--- src/rtl/key_click_multi.sv ---
// key_click_multi: per-key sync, debounce and short/double/long click classification.
module key_click_multi #(
    parameter int N_KEYS = 4,
    parameter int T_DEB  = 500_000,
    parameter int T_LONG = 150_000_000,
    parameter int T_DBL  = 15_000_000,
    parameter int DBL_EN = 1,
    parameter int CW     = 28
) (
    input  logic              CLOCK,
    input  logic              RESET,
    input  logic [N_KEYS-1:0] KEY,
    output logic [N_KEYS-1:0] SCLICK,
    output logic [N_KEYS-1:0] DCLICK,
    output logic [N_KEYS-1:0] LCLICK,
    output logic [N_KEYS-1:0] PRESSED
);
    localparam logic [CW-1:0] debLast  = CW'(T_DEB - 1);
    localparam logic [CW-1:0] longLast = CW'(T_LONG - 1);
    localparam logic [CW-1:0] dblLast  = CW'(T_DBL - 1);

    typedef enum logic [2:0] {IDLE, DEB_DN, HELD, WAIT_REL, DEB_UP, DEB_UP_X, WAIT2, DEB_DN2} stateT;

    for (genvar k = 0; k < N_KEYS; k++) begin : gKey
        logic f1, f2, sClick, dClick, lClick, pressed;
        logic [CW-1:0] cnt;
        stateT state;
        wire h2l = f2 & ~f1;
        wire l2h = ~f2 & f1;
        wire lvl = f1;
        // every branch that changes state also clears cnt; IDLE/WAIT_REL hold it at 0
        always_ff @(posedge CLOCK) begin
            if (!RESET) begin
                f1      <= 1'b1;
                f2      <= 1'b1;
                state   <= IDLE;
                cnt     <= '0;
                sClick  <= 1'b0;
                dClick  <= 1'b0;
                lClick  <= 1'b0;
                pressed <= 1'b0;
            end else begin
                f1     <= KEY[k];
                f2     <= f1;
                sClick <= 1'b0;
                dClick <= 1'b0;
                lClick <= 1'b0;
                cnt    <= cnt + 1'b1;
                case (state)
                    IDLE: begin
                        cnt <= '0;
                        if (h2l) state <= DEB_DN;
                    end
                    DEB_DN: if (cnt == debLast) begin
                        cnt     <= '0;
                        state   <= lvl ? IDLE : HELD;
                        pressed <= ~lvl;
                    end
                    HELD: if (l2h) begin
                        cnt     <= '0;
                        state   <= DEB_UP;
                        pressed <= 1'b0;
                    end else if (cnt == longLast) begin
                        cnt    <= '0;
                        lClick <= 1'b1;
                        state  <= WAIT_REL;
                    end
                    WAIT_REL: begin
                        cnt <= '0;
                        if (lvl) begin
                            state   <= DEB_UP_X;
                            pressed <= 1'b0;
                        end
                    end
                    DEB_UP: if (cnt == debLast) begin
                        cnt    <= '0;
                        state  <= (DBL_EN != 0) ? WAIT2 : IDLE;
                        sClick <= (DBL_EN == 0);
                    end
                    DEB_UP_X: if (cnt == debLast) begin
                        cnt   <= '0;
                        state <= IDLE;
                    end
                    WAIT2: if (h2l) begin
                        cnt   <= '0;
                        state <= DEB_DN2;
                    end else if (cnt == dblLast) begin
                        cnt    <= '0;
                        sClick <= 1'b1;
                        state  <= IDLE;
                    end
                    DEB_DN2: if (cnt == debLast) begin
                        cnt     <= '0;
                        dClick  <= ~lvl;
                        sClick  <= lvl;
                        pressed <= ~lvl;
                        state   <= lvl ? IDLE : WAIT_REL;
                    end
                    default: begin
                        cnt   <= '0;
                        state <= IDLE;
                    end
                endcase
            end
        end
        assign SCLICK[k]  = sClick;
        assign DCLICK[k]  = dClick;
        assign LCLICK[k]  = lClick;
        assign PRESSED[k] = pressed;
    end
endmodule

--- config.mk ---
export PLATFORM = sky130hd
export DESIGN_NAME = key_click_multi
export DESIGN_NICKNAME = d
export VERILOG_FILES = /design/src/rtl/key_click_multi.sv
export SDC_FILE = /design/constraint.sdc
export NUM_CORES = 1
export LEC_CHECK = 0
export CORE_ASPECT_RATIO = 0.75
export CORE_MARGIN = 1
export CORE_UTILIZATION = 45
export CTS_CLUSTER_SIZE = 14
export DETAILED_ROUTE_END_ITERATION = 6
export PLACE_DENSITY_LB_ADDON = 0.1
export SLEW_MARGIN = 25
export SYNTH_ARGS = -nofsm -noshare
export SYNTH_HDL_FRONTEND = slang
export SYNTH_SLANG_ARGS = --single-unit
export TNS_END_PERCENT = 100
--- constraint.sdc ---
create_clock -name CLOCK -period 2.15 [get_ports CLOCK]
set_input_delay 0.645 -clock CLOCK [delete_from_list [all_inputs] [get_ports CLOCK]]
set_output_delay 0.645 -clock CLOCK [all_outputs]
set_load 0.02 [all_outputs]
==> Word-level counts from Yosys, hierarchy flattened <==
Index checks and enable logic that the tools add are counted.
{ "word_totals": {"register_bits": 148, "in_bits": 6} }
{ "classes": {"add_sub_neg": 4, "eq_ne": 80, "mux": 112, "bitwise": 21, "reduce_logical": 36} }
{ "op_table": {"columns": ["cell", "n"], "rows": [
  ["$mux W28", 20],
  ["$pmux W28 S4", 4],
  ["$mux W3", 40],
  ["$add A28 B1 Y28 const B", 4],
  ["$eq A28 B19 Y1 const B", 4],
  ["$eq A28 B24 Y1 const B", 4],
  ["$eq A28 B28 Y1 const B", 4],
  ["$pmux W3 S8", 4],
  ["$ne A2 B2 Y1 const B", 28],
  ["$eq A3 B3 Y1 const B", 16],
  ["$reduce_and A8 Y1", 4],
  ["$mux W1", 28],
  ["$eq A3 B2 Y1 const B", 8],
  ["$ne A3 B3 Y1 const B", 8],
  ["$mux W2", 8],
  ["$reduce_and A4 Y1", 4],
  ["$reduce_or A2 Y1", 8],
  ["$reduce_or A4 Y1", 4],
  ["$not A1 Y1", 13],
  ["$eq A3 B1 Y1 const B", 4],
  ["$logic_not A3 Y1", 4],
  ["$pmux W1 S3", 4],
  ["$reduce_and A3 Y1", 4],
  ["$reduce_bool A3 Y1", 4],
  ["4 further kinds", 20]
]} }

==> Longest topological paths before layout <==
Gate-level depths: netlist of run 1.
{ "logic_depth": {"ltp_word": 4, "depth_mapped": 9, "depth_no_buf": 7} }

==> Worst setup path before layout of run 1 <==
OpenSTA, ideal clock, no wires.
{ "synth_timing": {"path_kind": "flip-flop to flip-flop", "start": "reg gKey[0].cnt[0]", "end": "reg gKey[0].cnt[8]", "arrival_ns": 2.085, "path_slack_ns": -0.049, "stages_incl_launch_ff": 9, "cell_sequence": "dfxtp_1 -> ha_1 -> and3_1 -> nand3_1 -> or4_4 -> a22o_1 -> o21ai_4 -> buf_6 -> nor2_1"} }
{ "synth_via": {"elab_chain_cells": 4, "word_cells_on_any_way": 10} }
{ "synth_lines": {"columns": ["element", "line", "rtl"], "rows": [
  ["start: declaration", "26", "logic [CW-1:0] cnt;"],
  ["start signal: assignment", "48", "cnt <= cnt + 1'b1;"],
  ["$add A28 B1 Y28 (tied with other cells)", "48", null],
  ["$mux W28, on equally long branches", "87, 63", null],
  ["$mux W28, on equally long branches", "84, 59", null],
  ["$pmux W28 S4 (*)", "49", "case (state)"]
]} }
Mark *: on every way between the ends. The rest lies on a longest branch, timed or not.
A chain may end at the register's enable or synchronous reset.

==> Worst setup path after layout of run 1 <==
{ "layout_timing": {"start": "reg gKey[0].cnt[10]", "end": "reg gKey[0].cnt[24]"} }
Same word-level chain as after synthesis.

==> summary.log, run 1 <==
qor: logic_synthesis.synth_enable_flop_cells 0
qor: logic_synthesis.synthArstFlopShare 0
qor: logic_synthesis.syn_avg_cell_area 8.28 sq um
qor: cts.root_buffer clkbuf_16
qor: worst_setup_path.arrival 2480 ps
qor: route.ant_nets 0
qor: run_status.failing_checks setup timing
qor: worst_setup_path.crit-reg2reg-launch gKey[0].cnt[10]
qor: cells_and_area.antennaDiodeCount 0
qor: timing.slew_headroom 0.645
qor: global_routing.antenna_violations_before_repair 0
qor: run.maxCapViolations 0
qor: route.detailedRoute.firstPassIterationCount 5
qor: floorplan.die-width 151 microns
qor: timing.fmax 463 MHz
qor: logic_synthesis.netlist_instances 901
qor: timing.finalWorstSetupSlack -10.8 ps
qor: place.setup_slack_placement -183 ps
qor: floorplan.ios 22
qor: power.netSwitchingPower 2.67 mW
qor: timing.setup_total_negative_slack -29.1 ps
qor: cells_and_area.syn2layout_area_growth 24.2%
qor: worst_setup_path.worst-setup-path-type flip-flop to flip-flop
qor: route.starting_drc_count_in_detailed_routing 421
qor: cells_and_area.design.final.nets 996
qor: power.power_report.internal_total 6.06 mW
qor: cells_and_area.drive_gt1_frac 0.170
qor: global_routing.grt_use_met2 0.331
qor: timing.setup_repair_after_global_routing_missed_its_margin true
qor: power.leakage 3.26 nW
qor: power.power.share.clock 0.377
qor: cts.worstSkewPairLatency 430 ps
qor: worst_setup_path.timing.critical_path.from gKey[0].cnt[10]
qor: cells_and_area.fin_area 0.00927 sq mm
qor: hold_path.min-delay-path-class flip-flop to flip-flop
qor: route.vias 6533
qor: power.powerDensity 942 mW/mm^2
qor: global_routing.globalRouteMet3Util 0.0588
qor: global_routing.grt_first_pass_wirelength 29100 microns
qor: logic_synthesis.synthesis.area 0.00746 sq mm
qor: logic_synthesis.synth.net_count 911
qor: timing.final_min_period_over_clock_period 1.01
qor: timing.fin_skew 9.98 ps
qor: route.via_per_inst 5.40
qor: cts.post_cts_hold_buffer_count 0
qor: cells_and_area.post_layout_nonfiller_instances 1209
qor: logic_synthesis.ys_seq_area_frac 0.397
qor: global_routing.grt_pass1_vias 6121
qor: cts.cts_htree_levels 4
qor: cts.numClockSinks 148
qor: power.worst_ir_drop_vdd 0.591 mV
qor: worst_setup_path.startpoint_type flip-flop
qor: timing.timing_worst_slew_pin_value 528 ps
qor: cts.tritoncts built
qor: cts.max-clock-path-buffers 2
qor: global_routing.grt_overflow 0
qor: timing.timing.final.max_slew_violations 0
qor: cells_and_area.layout.filler_cells 1446
qor: cts.clk_transition_reported_paths 60 ps
qor: worst_setup_path.worstPathCellList nor4b_4 > nand4_1 > or4_4 > a22o_4 > o21ai_4 > buf_12 > nor2_1
qor: route.detail_route.wl_per_cell 14.5 microns
qor: cts.numCtsBuffers 17
qor: global_routing.groute.layer.met1.usage 0.285
qor: place.portBuffers 21
qor: logic_synthesis.yosys_warnings 0
qor: logic_synthesis.synth-main-ff-cell dfxtp_1
qor: run_status.status finished with violations
qor: route.drc 0
qor: logic_synthesis.ff_latch_count_synth 148
qor: worst_setup_path.cpMaxStageDelayCell or4_4
qor: floorplan.floorplan.die.height 114 microns
qor: logic_synthesis.synth.distinct_cells 72
qor: floorplan.floorplan.die_area 0.0171 sq mm
qor: worst_setup_path.worst_ep_required_time 2470 ps
qor: global_routing.grt_max_degree 36
qor: power.sw_frac_of_total 0.305
qor: floorplan.area_of_the_core_region 0.0161 sq mm
qor: global_routing.grt.total_usage 0.211
qor: place.placedInstanceArea 0.00836 sq mm
qor: floorplan.start_util 0.463
qor: power.combinationalPowerShare 0.272
qor: timing.hold_viol 0
qor: place.placedCellCount 1169
qor: worst_setup_path.max_stage_delay 540 ps
qor: timing.finalSetupViolCount 5
qor: worst_setup_path.timing.critical_path.fanout_max 27
qor: hold_path.hold_start gKey[2].pressed
qor: power.seq_power_share 0.351
qor: route.final_wirelength 17600 microns
qor: worst_setup_path.setup.worst_path.end_class flip-flop
qor: timing.final_period_minus_worst_setup_slack 2160 ps
qor: floorplan.fp-row-count 40
qor: place.routabilityCongestion 0.897
qor: global_routing.global_route.peak_usage_layer met2
qor: place.dp_wirelength 11800 microns
==> what timing repair did <==
action,CTS,global route
pin swaps,3,10
endpoints found under the setup margin,61,120
gates cloned,1,1
buffers inserted,1,5
gates resized for setup,10,22
==> path summary, 6_finish.rpt <==
kind / end / slack (ps) / cells past startpoint
worst max-delay path: gKey[0].cnt[24] / -10 / 7
worst min-delay path: gKey[2].pressed / 490 / 2
worst max register to register: gKey[0].cnt[24] / -10 / 7
worst min register to register: gKey[2].pressed / 490 / 2
==> routing by layer <==
layer,share of wire,vias up
met5,0,-
met4,0.012,0
met3,0.043,19
met2,0.44,141
met1,0.50,3075
li1,-,3298
==> synth_stat cells, types with 19 or more instances <==
cell      count  share of area
inv_1        24          0.012
nand4_1      29          0.024
xor2_1       46          0.054
dfxtp_1     148           0.40
clkbuf_1     24          0.012
nand3_1      57          0.038
nor2_1      166          0.084
nor4_1       19          0.016
nand2_1      69          0.035
and3_1       21          0.018
nor3_1       33          0.022
xnor2_1      59          0.069
buf_4        20          0.020
==> metrics by stage <==
step	hold slack, ps	util	total power, mW
2_1_floorplan	430	-	4.60
3_3_place_gp	481	0.519	5.16
3_5_place_dp	483	0.519	5.22
4_1_cts	492	0.564	8.61
5_1_grt	513	0.575	9.17
6_report	488	0.575	8.73
==> logic make-up after synthesis <==
group / synth area share
compound gates: 0.0843
fa+ha+maj: 0.00805
buf+inv: 0.0510
flops: 0.397
simple gates: 0.327
mux: 0.00939
xor+xnor: 0.123
==> worst max-delay path: cells and delay by family (launching register included) <==
| family | cells | cell delay (ps) |
|---|---|---|
| DFF | 1 | 330 |
| buffers and inverters | 1 | 190 |
| and+or+nand+nor | 4 | 1090 |
| AOI/OAI and AO/OA | 2 | 430 |
==> power by group through the flow <==
| stage | combinational [mW] | clock [mW] | sequential (mW) |
|---|---|---|---|
| after detailed placement | 2.12 | 0 | 3.10 |
| after floorplan | 1.58 | 0 | 3.02 |
| after global routing | 2.61 | 3.48 | 3.09 |
| after global placement | 2.07 | 0 | 3.10 |
| final | 2.38 | 3.29 | 3.06 |
| after CTS | 2.22 | 3.34 | 3.04 |
==> sequential cells by signal (all words and copies together), names as in the netlist <==
register and cells:
gKey.f1 4, gKey.pressed 4, gKey.cnt 112, gKey.state 12, gKey.f2 4, gKey.dClick 4
gKey.lClick 4, gKey.sClick 4
==> final cells by class <==
type                    count  area, sq um  share of cell area
flip-flops and latches    148         2970               0.320
multi-input cells         680         4280               0.462
clock buffers              19          443              0.0478
clock inverters            13          204              0.0220
inverters                  24         90.1             0.00972
repair buffers            115         1020               0.110
well taps                 210          263              0.0283
==> placed cells by master (no fill, tap or decap), types with 3 or more instances in the layout <==
cell type	n
a211o_1	3
nand3_1	55
nor2_1	166
clkbuf_16	18
o21ai_0	18
and4_1	12
o211ai_1	3
and3_1	21
xor2_1	46
o2111ai_1	3
nor4_4	3
bufinv_16	5
inv_1	24
clkdlybuf4s50_1	20
clkinv_2	4
nor4_1	13
nor4bb_1	3
mux2i_1	7
o21a_1	3
buf_4	86
a31oi_1	4
xnor2_1	59
nor3b_1	4
nor3_1	33
or3_1	5
nand4_1	29
nor2b_1	14
buf_12	5
a21oi_1	13
nor4_2	4
nand2b_1	13
dfxtp_2	4
nand2_1	67
nor4b_1	5
o221a_2	3
and4b_1	3
or2_2	6
and2_1	3
dfxtp_1	144
o31ai_1	3
Power figures use the tool's default switching activity.
==> inputs of run 2 (changes only) <==
Settings changed: CAP_MARGIN set to 15, CORE_MARGIN 1 to unset, TNS_END_PERCENT 100 to unset.
==> results of run 2 <==
No change in the layout: final DEF, timing and power equal those of run 1.
==> inputs of run 3 (changes only) <==
Settings changed: ABC_CLOCK_PERIOD_IN_PS set to 2150.
==> results of run 3 <==
No change in the layout: final DEF, timing and power equal those of run 1.
